==> src/rtl/v_elem_streamer_if.sv <==
// Element stream bundle between the streamer (master) and its scalar/lane consumer (slave).
// Latency: none, pure wiring; out_dat/out_idx/out_last are qualified by out_vld.
// Backpressure: the consumer holds out_rdy low to stall; the master keeps the element stable.
// Signals: out_vld/out_rdy handshake, out_dat element (zero-extended), out_idx index, out_last final element.
interface v_elem_streamer_if #(
  parameter int ELEN  = 32,
  parameter int IDX_W = 7
);
  logic             out_vld;
  logic             out_rdy;
  logic [ELEN-1:0]  out_dat;
  logic [IDX_W-1:0] out_idx;
  logic             out_last;

  modport master (output out_vld, output out_dat, output out_idx, output out_last, input out_rdy);
  modport slave  (input out_vld, input out_dat, input out_idx, input out_last, output out_rdy);
endinterface

==> src/rtl/v_elem_streamer.sv <==
// Element-read sequencer: walks base_reg..base_reg+LMUL-1 at SEW and streams vl elements, zero-extended.
// Latency: first out_vld two cycles after the start edge, then one element per cycle while out_rdy is high.
// Backpressure: out_vld & !out_rdy freezes the output element and the read counters; nothing dropped or repeated.
// Ports: clk, rst (sync, active-high); i_start/i_base_reg/i_sew/i_lmul/i_vl command (sampled in IDLE only);
//        o_rd_reg_addr/o_rd_el_addr -> regfile, i_rd_data <- regfile (combinational same cycle);
//        out_if element stream (master); o_busy high outside IDLE; o_done one-cycle completion pulse.
module v_elem_streamer #(
  parameter int VLEN_BITS = 128,
  parameter int ELEN      = 32,
  parameter int NREGS     = 32
) (
  input  logic                     clk,
  input  logic                     rst,
  input  logic                     i_start,
  input  logic [$clog2(NREGS)-1:0] i_base_reg,
  input  logic [2:0]               i_sew,
  input  logic [2:0]               i_lmul,
  input  logic [6:0]               i_vl,
  output logic [$clog2(NREGS)-1:0] o_rd_reg_addr,
  output logic [4:0]               o_rd_el_addr,
  input  logic [ELEN-1:0]          i_rd_data,
  v_elem_streamer_if.master        out_if,
  output logic                     o_busy,
  output logic                     o_done
);

  localparam int RW   = $clog2(NREGS);
  localparam int EPR8 = VLEN_BITS / 8;  // elements per register at 8-bit SEW

  typedef enum logic [1:0] {S_IDLE, S_RUN, S_DRAIN, S_FIN} state_t;

  state_t          r_state;
  logic [RW-1:0]   r_reg_cnt;
  logic [4:0]      r_el_cnt;
  logic [6:0]      r_elem_cnt;
  logic [1:0]      r_sew_eff;
  logic [4:0]      r_epr_m1;
  logic [6:0]      r_vl_m1;
  logic            r_out_vld;
  logic [ELEN-1:0] r_out_dat;
  logic [6:0]      r_out_idx;
  logic            r_out_last;
  logic            r_busy;
  logic            r_done;

  logic [1:0]      w_sew_eff;
  logic [1:0]      w_lmul_eff;
  logic [4:0]      w_epr;
  logic [6:0]      w_vlmax;
  logic [6:0]      w_vl_eff;
  logic [ELEN-1:0] w_mask;
  logic            w_cap;
  logic            w_is_last;

  // Command decode; reserved SEW/LMUL encodings fall back to 8b / 1 register.
  always_comb begin
    w_sew_eff  = 2'd0;
    w_lmul_eff = 2'd0;
    case (i_sew)
      3'd1:    w_sew_eff = 2'd1;
      3'd2:    w_sew_eff = 2'd2;
      default: w_sew_eff = 2'd0;
    endcase
    case (i_lmul)
      3'd1:    w_lmul_eff = 2'd1;
      3'd2:    w_lmul_eff = 2'd2;
      default: w_lmul_eff = 2'd0;
    endcase
  end

  assign w_epr    = 5'(EPR8 >> w_sew_eff);
  assign w_vlmax  = 7'((EPR8 >> w_sew_eff) << w_lmul_eff);
  assign w_vl_eff = (i_vl > w_vlmax) ? w_vlmax : i_vl;

  // The regfile may return neighbouring element bits above SEW; keep only the element.
  always_comb begin
    w_mask = '1;
    case (r_sew_eff)
      2'd0:    w_mask = ELEN'(8'hFF);
      2'd1:    w_mask = ELEN'(16'hFFFF);
      default: w_mask = '1;
    endcase
  end

  // A new element may be captured when the output slot is empty or is being consumed this edge.
  assign w_cap     = !r_out_vld || out_if.out_rdy;
  assign w_is_last = (r_elem_cnt == r_vl_m1);

  always_ff @(posedge clk) begin
    if (rst) begin
      r_state    <= S_IDLE;
      r_reg_cnt  <= '0;
      r_el_cnt   <= '0;
      r_elem_cnt <= '0;
      r_sew_eff  <= '0;
      r_epr_m1   <= '0;
      r_vl_m1    <= '0;
      r_out_vld  <= 1'b0;
      r_out_dat  <= '0;
      r_out_idx  <= '0;
      r_out_last <= 1'b0;
      r_busy     <= 1'b0;
      r_done     <= 1'b0;
    end else begin
      r_done <= 1'b0;
      case (r_state)
        S_IDLE: begin
          if (i_start) begin
            r_reg_cnt  <= i_base_reg;
            r_el_cnt   <= '0;
            r_elem_cnt <= '0;
            r_sew_eff  <= w_sew_eff;
            r_epr_m1   <= w_epr - 5'd1;
            r_vl_m1    <= w_vl_eff - 7'd1;
            r_busy     <= 1'b1;
            if (w_vl_eff == 7'd0) begin
              r_state <= S_FIN;
              r_done  <= 1'b1;
            end else begin
              r_state <= S_RUN;
            end
          end
        end
        S_RUN: begin
          if (w_cap) begin
            r_out_vld  <= 1'b1;
            r_out_dat  <= i_rd_data & w_mask;
            r_out_idx  <= r_elem_cnt;
            r_out_last <= w_is_last;
            if (w_is_last) begin
              // Counters stay on the final address so the read port keeps a stable value.
              r_state <= S_DRAIN;
            end else begin
              r_elem_cnt <= r_elem_cnt + 7'd1;
              if (r_el_cnt == r_epr_m1) begin
                r_el_cnt  <= '0;
                r_reg_cnt <= r_reg_cnt + 1'b1;  // wraps past the top register
              end else begin
                r_el_cnt <= r_el_cnt + 5'd1;
              end
            end
          end
        end
        S_DRAIN: begin
          // The last element is sitting in the output slot; finish once it is taken.
          if (out_if.out_rdy) begin
            r_out_vld <= 1'b0;
            r_state   <= S_FIN;
            r_done    <= 1'b1;
          end
        end
        S_FIN: begin
          r_state <= S_IDLE;
          r_busy  <= 1'b0;
        end
        default: r_state <= S_IDLE;
      endcase
    end
  end

  assign o_rd_reg_addr   = r_reg_cnt;
  assign o_rd_el_addr    = r_el_cnt;
  assign out_if.out_vld  = r_out_vld;
  assign out_if.out_dat  = r_out_dat;
  assign out_if.out_idx  = r_out_idx;
  assign out_if.out_last = r_out_last;
  assign o_busy          = r_busy;
  assign o_done          = r_done;

endmodule

==> src/flat_wrapper.sv <==
// flat-port wrapper written by rule: the top's interface ports become plain ports
module v_elem_streamer_flat 
#(
  parameter int VLEN_BITS = 128,
  parameter int ELEN      = 32,
  parameter int NREGS     = 32
)
  (clk, rst, i_start, i_base_reg, i_sew, i_lmul, i_vl, o_rd_reg_addr, o_rd_el_addr, i_rd_data, o_busy, o_done, out_if_out_vld, out_if_out_dat, out_if_out_idx, out_if_out_last, out_if_out_rdy);
  v_elem_streamer_if #(.ELEN(ELEN), .IDX_W(7)) out_if_i ();
  input  logic clk;
  input  logic rst;
  input  logic i_start;
  input  logic [$clog2(NREGS)-1:0] i_base_reg;
  input  logic [2:0] i_sew;
  input  logic [2:0] i_lmul;
  input  logic [6:0] i_vl;
  output logic [$clog2(NREGS)-1:0] o_rd_reg_addr;
  output logic [4:0] o_rd_el_addr;
  input  logic [ELEN-1:0] i_rd_data;
  output logic o_busy;
  output logic o_done;
  output wire logic [$bits(out_if_i.out_vld)-1:0] out_if_out_vld;
  output wire logic [$bits(out_if_i.out_dat)-1:0] out_if_out_dat;
  output wire logic [$bits(out_if_i.out_idx)-1:0] out_if_out_idx;
  output wire logic [$bits(out_if_i.out_last)-1:0] out_if_out_last;
  input wire logic [$bits(out_if_i.out_rdy)-1:0] out_if_out_rdy;
  assign out_if_out_vld = out_if_i.out_vld;
  assign out_if_out_dat = out_if_i.out_dat;
  assign out_if_out_idx = out_if_i.out_idx;
  assign out_if_out_last = out_if_i.out_last;
  assign out_if_i.out_rdy = out_if_out_rdy;
  v_elem_streamer #(.VLEN_BITS(VLEN_BITS), .ELEN(ELEN), .NREGS(NREGS)) u_core (.clk(clk), .rst(rst), .i_start(i_start), .i_base_reg(i_base_reg), .i_sew(i_sew), .i_lmul(i_lmul), .i_vl(i_vl), .o_rd_reg_addr(o_rd_reg_addr), .o_rd_el_addr(o_rd_el_addr), .i_rd_data(i_rd_data), .out_if(out_if_i), .o_busy(o_busy), .o_done(o_done));
endmodule
==> config.mk <==
export PLATFORM = sky130hd
export DESIGN_NAME = v_elem_streamer_flat
export DESIGN_NICKNAME = d
export VERILOG_FILES = /design/src/rtl/v_elem_streamer_if.sv /design/src/rtl/v_elem_streamer.sv /design/src/flat_wrapper.sv
export SDC_FILE = /design/constraint.sdc
export NUM_CORES = 1
export LEC_CHECK = 0
export CORE_AREA = 2 2 92 103
export CTS_BUF_LIST = sky130_fd_sc_hd__clkbuf_16
export DETAILED_ROUTE_END_ITERATION = 7
export DIE_AREA = 0 0 94 105
export PLACE_DENSITY = 0.75
export SLEW_MARGIN = 20
export SYNTH_ARGS = -nofsm -noshare
export SYNTH_HDL_FRONTEND = slang
export SYNTH_SLANG_ARGS = --single-unit
==> constraint.sdc <==
create_clock -name clk -period 3.9 [get_ports clk]
set_clock_uncertainty 0.05 [all_clocks]
set_input_delay 0.78 -clock clk [delete_from_list [all_inputs] [get_ports clk]]
set_output_delay 0.78 -clock clk [all_outputs]
set_load 0.05 [all_outputs]
==> results.toml, run 1 <==
[outcome]
status = "completed"

[global_routing]
grt.met1_usage = 0.2311
grt-busiest-layer = "met2"
use_met2 = 0.3143
grt_max_degree = 62
grt_first_pass_wirelength_um = 15210
grt_pass1_vias = 3375
overflow = 0
grt_antenna_before_repair = 0
track_usage = 0.1876
grt_use_met3 = 0.03893

[sta]
setup_viol = 0
finalCritPeriodShare = 0.9600
finalSetupTns_ns = 0
finalWorstSetupSlack_ns = 0.1558
slew-limit-headroom = 0.5130
timing.hold.ws_ns = 0.4005
fin_crit_ns = 3.744
fmax_ghz = 0.2671
tightest_slew_ns = 0.7305
finalHoldViolations = 0
slew_viol_final = 0

[clock_tree]
cts.sinks = 75
cts-htree-levels = 3
cts_hold_buf = 0
root_buffer = "clkbuf_16"
cts_tree = "done"
cts_buffers = 9
clk_latency_ns = 0.33
clockBufferDepth = 2
clkSlewWorstSetupHoldPaths_ns = 0.06

[setup_path]
critPathMaxFanout = 7
crit_required_ns = 4.10
cp.arrival_ns = 3.94
worstSetupEndpointType = "flip-flop"
worst-setup-path-type = "in2reg"
critPathLaunchType = "input port"

[place]
port_buffers = 106
dpl_worst_slack_ns = -0.5409
placed_cells = 673
gp_congestion = 0.9319
dp_hpwl_um = 6825

[layout]
drive_gt1_frac = 0.1092
areaGrowthSynthToFinish_pct = 43.69
antennaDiodeCount = 0
nets = 640
layout.cells.non_filler = 691

[floorplan]
row_count = 36
io_pins = 107
dieHeight_um = 105
die_w_um = 94
initial_core_util = 0.4199
die_area_um2 = 9870
fp.coreArea_um2 = 8783

[pwr]
p_leak_nw = 1.926
power_density_nw_per_um2 = 531.4
totalPowerFinal_w = 0.002816
vdd_drop_max_uv = 235.9

[worst_hold_path]
hp-class = "reg2reg"

[synthesis]
ys_ff_latch = 75
async_flop_share = 0
synth_compound_area_frac = 0.1805
synthMuxAreaShare = 0.02849
syn-cell-area_um2 = 3689
synth_area_leaders = "dfxtp_1, a21oi_1, nand2_1"
ys_seq_area_frac = 0.4071
yosys.area.top_type = "dfxtp_1"
synth_common_cells = "dfxtp_1, nand2_1, a21oi_1"
synthSimpleGateAreaFrac = 0.2337
synth_cell_types = 54
synth-xor-area-share = 0.05699
postSynthAreaPerCell_um2 = 8.054
synth_top_family_by_area = "simple AND/OR/NAND/NOR gates"
synth_nets = 526
ys.flop_type = "dfxtp_1"
synth_top_area_frac = 0.4071
synth_edf_count = 0
syn_inst = 458
yosys.area_share.adder = 0.04749
yosysMostFrequentCell = "dfxtp_1"
synth_warnings = 0

[drt]
vias_per_cell = 5.230
routed_wl_um = 9374
drcViolationCount = 0
first_pass_iters = 4
postRouteAntennaNets = 0
wl_per_cell_um = 13.57
drt_iter0_drc = 172
via_count = 3614

[job]
drv_cap = 0
-- per-stage QoR --
stage                     area [um2]    util
after detailed placement        4954  0.5640
final                           5300  0.6034
after global routing            5300  0.6034
after CTS                       5271  0.6001
after global placement          4954  0.5640
after floorplan                 3695       -
-- worst paths after layout --
kind | slack [ns] | cells after the start | startpoint | to
max | 0.16 | 16 | i_lmul[0] | u_core.r_vl_m1[6]$_SDFFE_PP0P_
min | 0.40 | 2 | u_core.out_if.out_dat[27]$_SDFFE_PP0P_ | u_core.out_if.out_dat[27]$_SDFFE_PP0P_
max reg2reg | 1.43 | 9 | u_core.r_state[0]$_SDFFE_PP0P_ | u_core.o_rd_el_addr[2]$_SDFFE_PP0P_
min reg2reg | 0.40 | 2 | u_core.out_if.out_dat[27]$_SDFFE_PP0P_ | u_core.out_if.out_dat[27]$_SDFFE_PP0P_
-- layout make-up --
cell class              instances  area, um2
repair buffers                131       1241
fillers                       790       3483
inverters                      14      52.55
clock inverters                 7      67.56
multi-input cells             341       2069
well taps                     114      142.6
flip-flops and latches         75       1501
clock buffers                   9      225.2
-- power breakdown --
group | leakage [nW] | switching [W] | total [W] | internal (W)
sequential | 0.609 | 0.0000846 | 0.000952 | 0.000867
clock | 0.141 | 0.000313 | 0.000806 | 0.000493
combinational | 1.18 | 0.000664 | 0.00106 | 0.000395
total | 1.93 | 0.00106 | 0.00282 | 0.00175
-- cell usage in the layout (no fill, tap or decap), types with 3 or more instances in the layout --
cell type        count
a211oi_1            11
o21ai_1              3
ha_1                14
a21oi_2              3
and2_1               3
nor2_1              39
dlygate4sd2_1        4
nand2b_1             7
nand2_1             72
o211ai_1             4
xor2_1               3
a311oi_1             3
dfxtp_1             75
o21ai_0              7
clkbuf_16            9
buf_4               25
mux2i_1              9
clkdlybuf4s50_1    100
nor3_1               5
xnor2_1             21
inv_1               13
a21oi_1             57
or3_1                3
a32o_1               3
clkinv_1             3
o21ai_2              3
or2_2                5
nand3_1             31
-- repair_timing --
item,in CTS,in global routing
endpoints found under the setup margin,4,4
gates resized for setup,9,9
setup buffers,1,1
pin swaps,1,3
-- worst max-delay path: stages --
cell           delay (ns)
dlygate4sd2_1        0.30
nand2b_2             0.21
o22a_1               0.21
o32ai_2              0.27
inv_1                0.08
ha_1                 0.29
nand4_1              0.14
or3_4                0.42
o21ai_2              0.09
nand2_1              0.08
ha_1                 0.20
buf_4                0.15
o2111ai_1            0.13
nor4_2               0.07
or3_1                0.38
a31oi_1              0.17
-- registers in the layout, indices dropped and copies added (netlist names), 4 cells and up --
name / cells
u_core.o_rd_el_addr: 5
u_core.o_rd_reg_addr: 5
u_core.out_if.out_dat: 32
u_core.out_if.out_idx: 7
u_core.r_elem_cnt: 7
u_core.r_epr_m1: 4
u_core.r_vl_m1: 7
-- cell families after synthesis --
kind of cell | after synthesis
AND/OR/NAND/NOR | 184
AO/OA/AOI/OAI | 108
XOR/XNOR | 24
multiplexers | 10
flip-flops | 75
adder cells (fa/ha/maj) | 14
buffers and inverters | 42
other | 1
-- layer usage --
layer	wire length (um)	vias to the layer above	part of all wire
met5	0	-	0
met4	216	0	0.023
met3	502	17	0.054
met2	4581	98	0.49
met1	4073	1686	0.43
li1	-	1813	-
(Power assumes the default switching activity.)
==> run 2, diff against run 1 <==
--- a/config.mk
+++ b/config.mk
@@ -7,6 +7,7 @@
 export LEC_CHECK = 0
 export CORE_AREA = 2 2 92 103
 export CTS_BUF_LIST = sky130_fd_sc_hd__clkbuf_16
+export CTS_CLUSTER_SIZE = 24
 export DETAILED_ROUTE_END_ITERATION = 7
 export DIE_AREA = 0 0 94 105
 export PLACE_DENSITY = 0.75
==> results of run 2 <==
No change in the layout: final DEF, timing and power equal those of run 1.
==> run 3, diff against run 2 <==
--- a/config.mk
+++ b/config.mk
@@ -11,6 +11,7 @@
 export DETAILED_ROUTE_END_ITERATION = 7
 export DIE_AREA = 0 0 94 105
 export PLACE_DENSITY = 0.75
+export REMOVE_ABC_BUFFERS = 1
 export SLEW_MARGIN = 20
 export SYNTH_ARGS = -nofsm -noshare
 export SYNTH_HDL_FRONTEND = slang
==> results.toml, run 3 (synthesized netlist as in run 1, its figures left out) <==
[sta]
slew-limit-headroom = 0.5278
finalHoldViolations = 0
tightest_slew_ns = 0.7082
rsz0062_at_grt = "no"
finalCritPeriodShare = 0.9452
fmax_ghz = 0.2713
slew_viol_final = 0
finalSetupTns_ns = 0
setup_viol = 0
fin_crit_ns = 3.686

[drt]
drcViolationCount = 0
postRouteAntennaNets = 0
first_pass_iters = 4
via_count = 3574
wl_per_cell_um = 13.76
vias_per_cell = 5.195
drt_iter0_drc = 118
routed_wl_um = 9466

[worst_hold_path]
hp-class = "reg2reg"
min_from = "u_core.out_if.out_dat[28]$_SDFFE_PP0P_"
hold_path_depth = 2
whs_endpoint = "u_core.out_if.out_dat[28]$_SDFFE_PP0P_"

[layout]
nets = 638
largest_reg_flops = 32
final_common_cell = "clkdlybuf4s50_1"
areaGrowthSynthToFinish_pct = 42.47
drive_gt1_frac = 0.09756
utilization = 0.5983
antennaDiodeCount = 0
final_cell_mix = "clkdlybuf4s50_1, dfxtp_1, nand2_1"

[clock_tree]
cts_tree = "done"
clockBufferDepth = 2
clk_latency_ns = 0.33
clkSlewWorstSetupHoldPaths_ns = 0.05
cts_buffers = 9
cts.sinks = 75
cts-htree-levels = 3
root_buffer = "clkbuf_16"
cts_hold_buf = 0

[setup_path]
slowest_stage = "or3_1"
crit_required_ns = 4.11
worstSetupEndpointType = "flip-flop"
reg2reg_from = "u_core.r_state[0]$_SDFFE_PP0P_"
worstSetupPathDepth = 16
cp.arrival_ns = 3.89
ff2ff_path_depth = 9
cp_top_family = "simple AND/OR/NAND/NOR gates"
crit_buf_inv = 3
max_stage_delay_ns = 0.39
path_cells = "dlygate4sd2_1 -> nand2b_4 -> o22a_1 -> o32ai_2 -> inv_1 -> ha_1 -> nand4_1 -> or3_1 -> o21ai_1 -> nand2_1 -> ha_1 -> or3b_2 -> nor4b_2 -> buf_4 -> or3_1 -> a31oi_1"
critPathLaunchType = "input port"
rrSetupSlack_ns = 1.40
worst-setup-path-type = "in2reg"
critPathMaxFanout = 5
r2r_end = "u_core.o_rd_el_addr[0]$_SDFFE_PP0P_"

[place]
dp_hpwl_um = 6899
gp_congestion = 0.8352
port_buffers = 106

[pwr]
power_density_nw_per_um2 = 530.7
p_leak_nw = 1.925
vdd_drop_max_uv = 300.4

[global_routing]
track_usage = 0.1915
grt_pass1_vias = 3354
overflow = 0
grt_antenna_before_repair = 0
grt_first_pass_wirelength_um = 15380
grt_max_degree = 62

[floorplan]
io_pins = 107
row_count = 36
die_area_um2 = 9870
dieHeight_um = 105
fp.coreArea_um2 = 8783
die_w_um = 94
initial_core_util = 0.4199

[outcome]
status = "completed"

[job]
drv_cap = 0
-- run 3: cell count changes in the layout (fill, tap and decap cells not counted), sizes merged --
cell,before,now
buf,26,24
clkinv,5,4
clkdlybuf4s50,100,99
inv,14,15
clkinvlp,1,0
dlygate4sd2,4,3
dlymetal6s2s,1,3
-- run 3: through the flow --
stage	setup WS, ns	hold WS, ns	instances	total power (W)	area, um2
5_1_grt	0.01979	0.4179	688	0.002942	5255
6_report	0.2137	0.3997	688	0.002789	5255
4_1_cts	0.01948	0.4018	688	0.002805	5238
3_5_place_dp	-0.4601	0.3944	673	0.002021	4947
3_3_place_gp	-0.3330	0.3874	673	0.001993	4947
2_1_floorplan	-0.3230	0.3935	430	0.001642	3576
-- run 3: worst max-delay path by stage --
stage                          from                              to  slack, ns
after floorplan            i_sew[0]  u_core.r_vl_m1[6]$_SDFFE_PP0P_      -0.32
after global placement    i_lmul[1]  u_core.r_vl_m1[6]$_SDFFE_PP0P_      -0.33
after detailed placement  i_lmul[1]  u_core.r_vl_m1[6]$_SDFFE_PP0P_      -0.46
after CTS                  i_sew[1]  u_core.r_vl_m1[6]$_SDFFE_PP0P_       0.02
after global routing       i_sew[0]        u_core.o_done$_SDFF_PP0_       0.02
final                      i_sew[0]  u_core.r_vl_m1[6]$_SDFFE_PP0P_       0.21
-- run 3: routing by layer --
metal / part of all wire / routed length, um / vias to the layer above / track usage
met3: 0.064 / 609 / 8 / 0.05335
met1: 0.44 / 4170 / 1642 / 0.2261
met4: 0.011 / 108 / 0 / 0.06211
met5: 0 / 0 / - / 0
met2: 0.48 / 4578 / 117 / 0.3311
li1: - / - / 1807 / -
-- run 3: final cells by class --
type | instances | area [um2]
clock buffers | 9 | 225.2
well taps | 114 | 142.6
clock inverters | 6 | 50.05
inverters | 14 | 52.55
flip-flops and latches | 75 | 1501
repair buffers | 129 | 1232
multi-input cells | 341 | 2051
fillers | 799 | 3528
-- run 3: power breakdown --
group | total [W] | switching [W] | internal (W)
Combinational | 0.00106 | 0.000673 | 0.000391
Sequential | 0.000950 | 0.0000826 | 0.000868
Clock | 0.000775 | 0.000294 | 0.000481
-- run 3: worst reg2reg max path: stages, from the launching register on --
cell and delay [ns]:
dfxtp_1 0.38, inv_1 0.09, ha_1 0.28, and2_1 0.17
buf_4 0.18, a21oi_1 0.57, a211oi_1 0.11, buf_4 0.21
or2_1 0.28, nor2_1 0.13
-- run 3: repair_timing --
| item | in CTS | in global routing |
|---|---|---|
| gates cloned | 0 | 0 |
| gates resized for setup | 9 | 6 |
| buffers inserted | 0 | 0 |
| setup endpoints to repair | 4 | 4 |
| pin swaps | 0 | 1 |
